==> src/rtl/core_pkg.sv <==
`default_nettype none
// +--------------------------------------------------------------------------+
// | core_pkg : shared types and constants for the RV32I pipeline             |
// | Rev 1.0  : initial release                                               |
// +--------------------------------------------------------------------------+
package core_pkg;

  localparam int XLEN = 32;

  localparam logic [XLEN-1:0] NOP_INSTR_DEFAULT = 32'h0000_0013;  // addi x0,x0,0
  localparam logic [XLEN-1:0] RESET_PC_DEFAULT  = 32'h0000_0000;

  typedef enum logic [1:0] {
    S_REQ  = 2'd0,
    S_WAIT = 2'd1,
    S_HOLD = 2'd2,
    S_DROP = 2'd3
  } fetch_state_t;

endpackage
`default_nettype wire

==> src/rtl/fetch_stage_if.sv <==
`default_nettype none
// +--------------------------------------------------------------------------+
// | fetch_stage_if : instruction-memory request/response bus                 |
// | Rev 1.0        : initial release                                         |
// +--------------------------------------------------------------------------+
interface fetch_stage_if
  import core_pkg::*;
();

  logic            req;
  logic [XLEN-1:0] addr;
  logic [XLEN-1:0] rdata;
  logic            rvalid;

  modport master (output req, output addr, input rdata, input rvalid);
  modport slave  (input req, input addr, output rdata, output rvalid);

endinterface
`default_nettype wire

==> src/rtl/if_id_reg.sv <==
`default_nettype none
// +--------------------------------------------------------------------------+
// | if_id_reg : IF/ID pipeline register with kill/load/flush/stall priority  |
// | Rev 1.0   : initial release                                              |
// +--------------------------------------------------------------------------+
module if_id_reg
  import core_pkg::*;
#(
  parameter logic [XLEN-1:0] NOP_INSTR = NOP_INSTR_DEFAULT
) (
  input  logic            clk,
  input  logic            rst,
  input  logic            kill,
  input  logic            flush,
  input  logic            stall,
  input  logic            load,
  input  logic [XLEN-1:0] instr_in,
  input  logic [XLEN-1:0] pc_in,
  output logic [XLEN-1:0] instr_d,
  output logic [XLEN-1:0] pc_d,
  output logic [XLEN-1:0] pc_plus4_d,
  output logic            valid_d
);

  logic [XLEN-1:0] r_instr;
  logic [XLEN-1:0] r_pc;
  logic [XLEN-1:0] r_pc_plus4;
  logic            r_valid;

  // A word arriving alongside flush still enters: flush targets the old content.
  always_ff @(posedge clk) begin
    if (rst) begin
      r_valid    <= 1'b0;
      r_instr    <= NOP_INSTR;
      r_pc       <= '0;
      r_pc_plus4 <= '0;
    end else if (kill) begin
      r_valid <= 1'b0;
      r_instr <= NOP_INSTR;
    end else if (load) begin
      r_valid    <= 1'b1;
      r_instr    <= instr_in;
      r_pc       <= pc_in;
      r_pc_plus4 <= pc_in + XLEN'(4);
    end else if (flush || !stall) begin
      r_valid <= 1'b0;
      r_instr <= NOP_INSTR;
    end
  end

  assign instr_d    = r_instr;
  assign pc_d       = r_pc;
  assign pc_plus4_d = r_pc_plus4;
  assign valid_d    = r_valid;

endmodule
`default_nettype wire

==> src/rtl/fetch_stage.sv <==
`default_nettype none
// +--------------------------------------------------------------------------+
// | fetch_stage : PC, fetch FSM and hold buffer feeding the IF/ID register   |
// | Rev 1.0     : initial release                                            |
// +--------------------------------------------------------------------------+
module fetch_stage
  import core_pkg::*;
#(
  parameter logic [XLEN-1:0] RESET_PC  = RESET_PC_DEFAULT,
  parameter logic [XLEN-1:0] NOP_INSTR = NOP_INSTR_DEFAULT
) (
  input  logic            clk,
  input  logic            rst,
  fetch_stage_if.master   imem,
  input  logic            stall_d,
  input  logic            flush_d,
  input  logic            pc_src_e,
  input  logic [XLEN-1:0] pc_target_e,
  output logic [XLEN-1:0] instr_d,
  output logic [XLEN-1:0] pc_d,
  output logic [XLEN-1:0] pc_plus4_d,
  output logic            valid_d
);

  fetch_state_t    r_state;
  logic [XLEN-1:0] r_pc_f;
  logic [XLEN-1:0] r_hold_instr;

  logic            w_load;
  logic [XLEN-1:0] w_load_instr;
  logic [XLEN-1:0] w_redirect_pc;
  logic            w_unused_tgt_lsbs;

  assign imem.req          = (r_state == S_REQ) && !rst;
  assign imem.addr         = r_pc_f;
  assign w_redirect_pc     = {pc_target_e[XLEN-1:2], 2'b00};
  assign w_unused_tgt_lsbs = ^pc_target_e[1:0];

  assign w_load = !pc_src_e && !stall_d &&
                  (((r_state == S_WAIT) && imem.rvalid) || (r_state == S_HOLD));
  assign w_load_instr = (r_state == S_HOLD) ? r_hold_instr : imem.rdata;

  // The PC only advances when a word actually enters ID, so the hold buffer
  // never needs its own copy of the PC.
  always_ff @(posedge clk) begin
    if (rst) begin
      r_state      <= S_REQ;
      r_pc_f       <= RESET_PC;
      r_hold_instr <= NOP_INSTR;
    end else if (pc_src_e) begin
      r_pc_f <= w_redirect_pc;
      case (r_state)
        S_REQ:   r_state <= S_DROP;
        S_WAIT:  r_state <= imem.rvalid ? S_REQ : S_DROP;
        S_HOLD:  r_state <= S_REQ;
        S_DROP:  r_state <= imem.rvalid ? S_REQ : S_DROP;
        default: r_state <= S_REQ;
      endcase
    end else begin
      case (r_state)
        S_REQ: r_state <= S_WAIT;
        S_WAIT: begin
          if (imem.rvalid) begin
            if (stall_d) begin
              r_hold_instr <= imem.rdata;
              r_state      <= S_HOLD;
            end else begin
              r_pc_f  <= r_pc_f + XLEN'(4);
              r_state <= S_REQ;
            end
          end
        end
        S_HOLD: begin
          if (!stall_d) begin
            r_pc_f  <= r_pc_f + XLEN'(4);
            r_state <= S_REQ;
          end
        end
        S_DROP:  if (imem.rvalid) r_state <= S_REQ;
        default: r_state <= S_REQ;
      endcase
    end
  end

  if_id_reg #(
    .NOP_INSTR (NOP_INSTR)
  ) u_if_id (
    .clk        (clk),
    .rst        (rst),
    .kill       (pc_src_e),
    .flush      (flush_d),
    .stall      (stall_d),
    .load       (w_load),
    .instr_in   (w_load_instr),
    .pc_in      (r_pc_f),
    .instr_d    (instr_d),
    .pc_d       (pc_d),
    .pc_plus4_d (pc_plus4_d),
    .valid_d    (valid_d)
  );

endmodule
`default_nettype wire
==> src/flat_wrapper.sv <==
// flat-port wrapper written by rule: the top's interface ports become plain ports
module fetch_stage_flat import core_pkg::*;
#(
  parameter logic [XLEN-1:0] RESET_PC  = RESET_PC_DEFAULT,
  parameter logic [XLEN-1:0] NOP_INSTR = NOP_INSTR_DEFAULT
)
  (clk, rst, stall_d, flush_d, pc_src_e, pc_target_e, instr_d, pc_d, pc_plus4_d, valid_d, imem_req, imem_addr, imem_rdata, imem_rvalid);
  fetch_stage_if imem_i ();
  input  logic clk;
  input  logic rst;
  input  logic stall_d;
  input  logic flush_d;
  input  logic pc_src_e;
  input  logic [XLEN-1:0] pc_target_e;
  output logic [XLEN-1:0] instr_d;
  output logic [XLEN-1:0] pc_d;
  output logic [XLEN-1:0] pc_plus4_d;
  output logic valid_d;
  output wire logic [$bits(imem_i.req)-1:0] imem_req;
  output wire logic [$bits(imem_i.addr)-1:0] imem_addr;
  input wire logic [$bits(imem_i.rdata)-1:0] imem_rdata;
  input wire logic [$bits(imem_i.rvalid)-1:0] imem_rvalid;
  assign imem_req = imem_i.req;
  assign imem_addr = imem_i.addr;
  assign imem_i.rdata = imem_rdata;
  assign imem_i.rvalid = imem_rvalid;
  fetch_stage #(.RESET_PC(RESET_PC), .NOP_INSTR(NOP_INSTR)) u_core (.clk(clk), .rst(rst), .imem(imem_i), .stall_d(stall_d), .flush_d(flush_d), .pc_src_e(pc_src_e), .pc_target_e(pc_target_e), .instr_d(instr_d), .pc_d(pc_d), .pc_plus4_d(pc_plus4_d), .valid_d(valid_d));
endmodule
==> config.mk <==
export PLATFORM = sky130hd
export DESIGN_NAME = fetch_stage_flat
export DESIGN_NICKNAME = d
export VERILOG_FILES = /design/src/rtl/core_pkg.sv /design/src/rtl/fetch_stage_if.sv /design/src/rtl/if_id_reg.sv /design/src/rtl/fetch_stage.sv /design/src/flat_wrapper.sv
export SDC_FILE = /design/constraint.sdc
export NUM_CORES = 1
export LEC_CHECK = 0
export CAP_MARGIN = 20
export CELL_PAD_IN_SITES_DETAIL_PLACEMENT = 1
export CELL_PAD_IN_SITES_GLOBAL_PLACEMENT = 2
export CORE_UTILIZATION = 27
export CTS_BUF_LIST = sky130_fd_sc_hd__clkbuf_4
export DETAILED_ROUTE_END_ITERATION = 10
export PLACE_DENSITY_LB_ADDON = 0.1
export SLEW_MARGIN = 40
export SYNTH_ARGS = -nofsm -noshare
export SYNTH_HDL_FRONTEND = slang
export SYNTH_SLANG_ARGS = --single-unit
export TNS_END_PERCENT = 10
==> constraint.sdc <==
create_clock -name clk -period 2.1 [get_ports clk]
set_input_delay 0.315 -clock clk [delete_from_list [all_inputs] [get_ports clk]]
set_output_delay 0.315 -clock clk [all_outputs]
set_load 0.05 [all_outputs]
==> impl_metrics.toml <==
[status]
outcome = "complete, no violations"

[synth]
syn_area_um2 = 6950
synth-async-reset-ratio_pct = 0
synth_cells = 887
syn_avg_cell_area_um2 = 7.83
ys_warn_count = 0
ys.flop_type = "dfxtp_1"
ys_ff_latch = 157
synth_edf_count = 0
synth-seq-area-share_pct = 45.2
ys_types = 49

[floorplanning]
fp.dieH_um = 162
die_w_um = 162
start_util_pct = 27.6
io_pins = 200
rows = 58
die-area_um2 = 26400
core_um2 = 25200

[sta]
setup_violations = 0
tns_ns = 0
worstMarginPinSlew_ns = 0.749
grt_setup_unrepaired = "false"
max-slew-margin-rel_pct = 50.1
period_needed_ns = 2.02
fin_crit_sh_pct = 96.1
holdWs_ns = 0.298
max_freq_mhz = 495
final.setup_skew_ns = 0.0294
hold_viol_final = 0
drv_slew = 0

[global_route]
grt_pass1_vias = 6601
grtUsageTotal_pct = 18.1
antenna_found_initial = 1
grt_max_degree = 88
grt_pass1_wl_um = 37000
grt-ovfl-total = 0

[setup_path]
max_stage_delay_ns = 0.81
cp_max_fo = 2
critPathTopFamily = "buffers and inverters"
critPathRequiredTime_ns = 1.78
crit_type = "register to output pin"
worstSetupStartpointType = "register"
critPathCaptureType = "output pin"
crit_buf_inv = 1
crit_arrival_ns = 1.70
crit_path_cell_trace = "clkdlybuf4s50_1"
critPathSlowestCell = "clkdlybuf4s50_1"

[finish]
nets = 1136
register_area_um2 = 3160
drive_gt1_share_pct = 10.7
fillerInstances = 3053
final_util_pct = 38.8
multi_input_area_um2 = 3470
area_growth_pct = 40.5

[place]
port_buffers = 191
hpwl_um = 15900
gp_congestion = 0.728

[routing]
top_layer_used = "met4"
wl_met3_um = 1170
routed_via_density = 4.61
drcViolationCount = 0
antenna_left = 0
route.met2.wl_um = 11000
wl_per_cell_um = 16.6
vias = 6489
wl_met1_um = 10900
drt_first_pass_iters = 4
routed_wl_um = 23300
drtIter0Drc = 265

[power_and_ir_drop]
p_comb_share_pct = 18.2
internal_power_uw = 4490
clkPwrFrac_pct = 33.1
p_sw_share_pct = 31.5
power_switching_uw = 2070
p_per_area_nw_per_um2 = 672
vdd_drop_max_mv = 0.294
pwr-share-seq_pct = 48.7
leakage_uw = 0.00437

[clock_tree]
ctsHoldBuffers = 0
clk_pin_slew_worst_paths_ns = 0.13
clock_latency_ns = 0.56
numCtsBuffers = 17
cts_sinks = 157
htree_levels = 4
clock_path_buffers = 2
clock-root-buffer = "clkbuf_4"
cts_tree = "done"

[job]
drv_cap = 0

[worst_hold_path]
min_path_type = "input port to register"
==> cells by family (layout without fill, tap and decap cells) <==
group / Yosys count / after routing / synth area share (%)
DFF: 157 / 157 / 45.2
muxes: 1 / 1 / 0.162
and+or+nand+nor: 391 / 391 / 25.0
xor gates and xnor gates: 55 / 55 / 6.93
other: 1 / 7 / 0.0540
buffers and inverters: 85 / 270 / 5.37
AOI/OAI and AO/OA: 196 / 196 / 17.1
adders and majority gates: 1 / 1 / 0.180
==> layer usage <==
| metal | track usage [%] | vias up |
|---|---|---|
| met1 | 23.2 | 3034 |
| li1 | - | 3313 |
| met2 | 30.6 | 133 |
| met3 | 4.56 | 9 |
| met4 | 3.56 | 0 |
| met5 | 0 | - |
==> final timing paths <==
| kind | startpoint | to | slack, ns | cells past startpoint |
|---|---|---|---|---|
| worst max-delay path | u_core.u_if_id.instr_d[22] | instr_d[22] | 0.08 | 1 |
| worst min-delay path | pc_target_e[5] | u_core.imem.addr[5] | 0.30 | 3 |
| worst max register to register | u_core.imem.addr[3] | u_core.imem.addr[14] | 0.20 | 6 |
| worst min register to register | u_core.u_if_id.pc_d[7] | u_core.u_if_id.pc_d[7] | 0.46 | 2 |
==> power by group through the flow <==
| stage | clock network [uW] | logic (uW) | registers (uW) |
|---|---|---|---|
| 2_1_floorplan | 0 | 455 | 3520 |
| 3_3_place_gp | 0 | 1250 | 3260 |
| 3_5_place_dp | 0 | 1250 | 3260 |
| 4_1_cts | 2290 | 1220 | 3200 |
| 5_1_grt | 2390 | 1290 | 3210 |
| 6_report | 2170 | 1200 | 3190 |
==> state kept, by name, summed over array words and instances (netlist names) <==
register,cells
u_core.u_if_id.valid_d,1
u_core.imem.addr,30
u_core.u_if_id.pc_d,30
u_core.r_hold_instr,32
u_core.u_if_id.pc_plus4_d,30
u_core.u_if_id.instr_d,32
u_core.r_state,2
==> layout make-up <==
type,count,area share (%)
clock inverter,12,1.92
inverter,5,0.192
antenna,1,0.0256
multi-input combinational,650,35.5
tap,330,4.23
clock buffer,19,1.46
sequential,157,32.3
timing repair buffer,234,24.3
==> what timing repair did <==
item | CTS | global route
setup endpoints to repair | 75 | 42
setup buffers | 0 | 0
resized for setup | 75 | 42
==> synthesized netlist by cell type (all sizes together) (2+ instances only) <==
cell       n  area [um2]
a2111oi    3        40.0
a211oi    48         385
a21oi    131         659
a311oi     2        17.5
and2       2        12.5
and3       4        25.0
and4       3        26.3
buf       32         174
clkbuf    48         180
dfxtp    157        3140
inv        5        18.8
nand2    221         830
nand2b     2        12.5
nand3     22         120
nand3b     4        42.5
nand4     15         124
nor2      98         370
nor2b      2        12.5
nor3       7        46.3
nor4       5        73.8
o211ai     2        15.0
o21ai      2        13.8
o21bai     3        22.5
o22ai      4        25.0
or2        2        12.5
or3        2        12.5
xnor2     14         123
xor2      41         359
==> through the flow <==
step                      power (uW)  setup WS, ns  cells  instance area, um2
after global placement          4510       0.00589   1376                9420
after CTS                       6700      0.000411   1407                9650
after floorplan                 3980       0.00332    892                6980
after global routing            6890       0.00238   1408                9760
final                           6560        0.0813   1408                9760
after detailed placement        4520       -0.0664   1376                9420
==> cell usage in the layout (no fill, tap or decap), types with 3 or more instances in the layout <==
cell / n
clkdlybuf4s50_1: 70
dfxtp_2: 10
bufinv_16: 4
a211oi_1: 43
dlymetal6s2s_1: 42
nand2_1: 221
inv_1: 4
conb_1: 6
nand3b_1: 3
and3_1: 4
nand3_1: 20
clkinvlp_4: 4
dfxtp_1: 147
clkbuf_4: 19
a21oi_1: 130
xnor2_1: 14
buf_4: 36
o22ai_1: 4
nor2_1: 96
a211oi_2: 5
o21bai_1: 3
xor2_1: 41
and4_1: 3
buf_12: 11
nand4_1: 13
nor3_1: 5
dlygate4sd2_1: 75
==> worst min-delay path, delay by kind of cell <==
| kind | cells | cell delay [ns] |
|---|---|---|
| and+or+nand+nor | 1 | 0.06 |
| AOI/OAI and AO/OA | 1 | 0.05 |
| buffers and inverters | 1 | 0.39 |
Power figures use the tool's default switching activity.
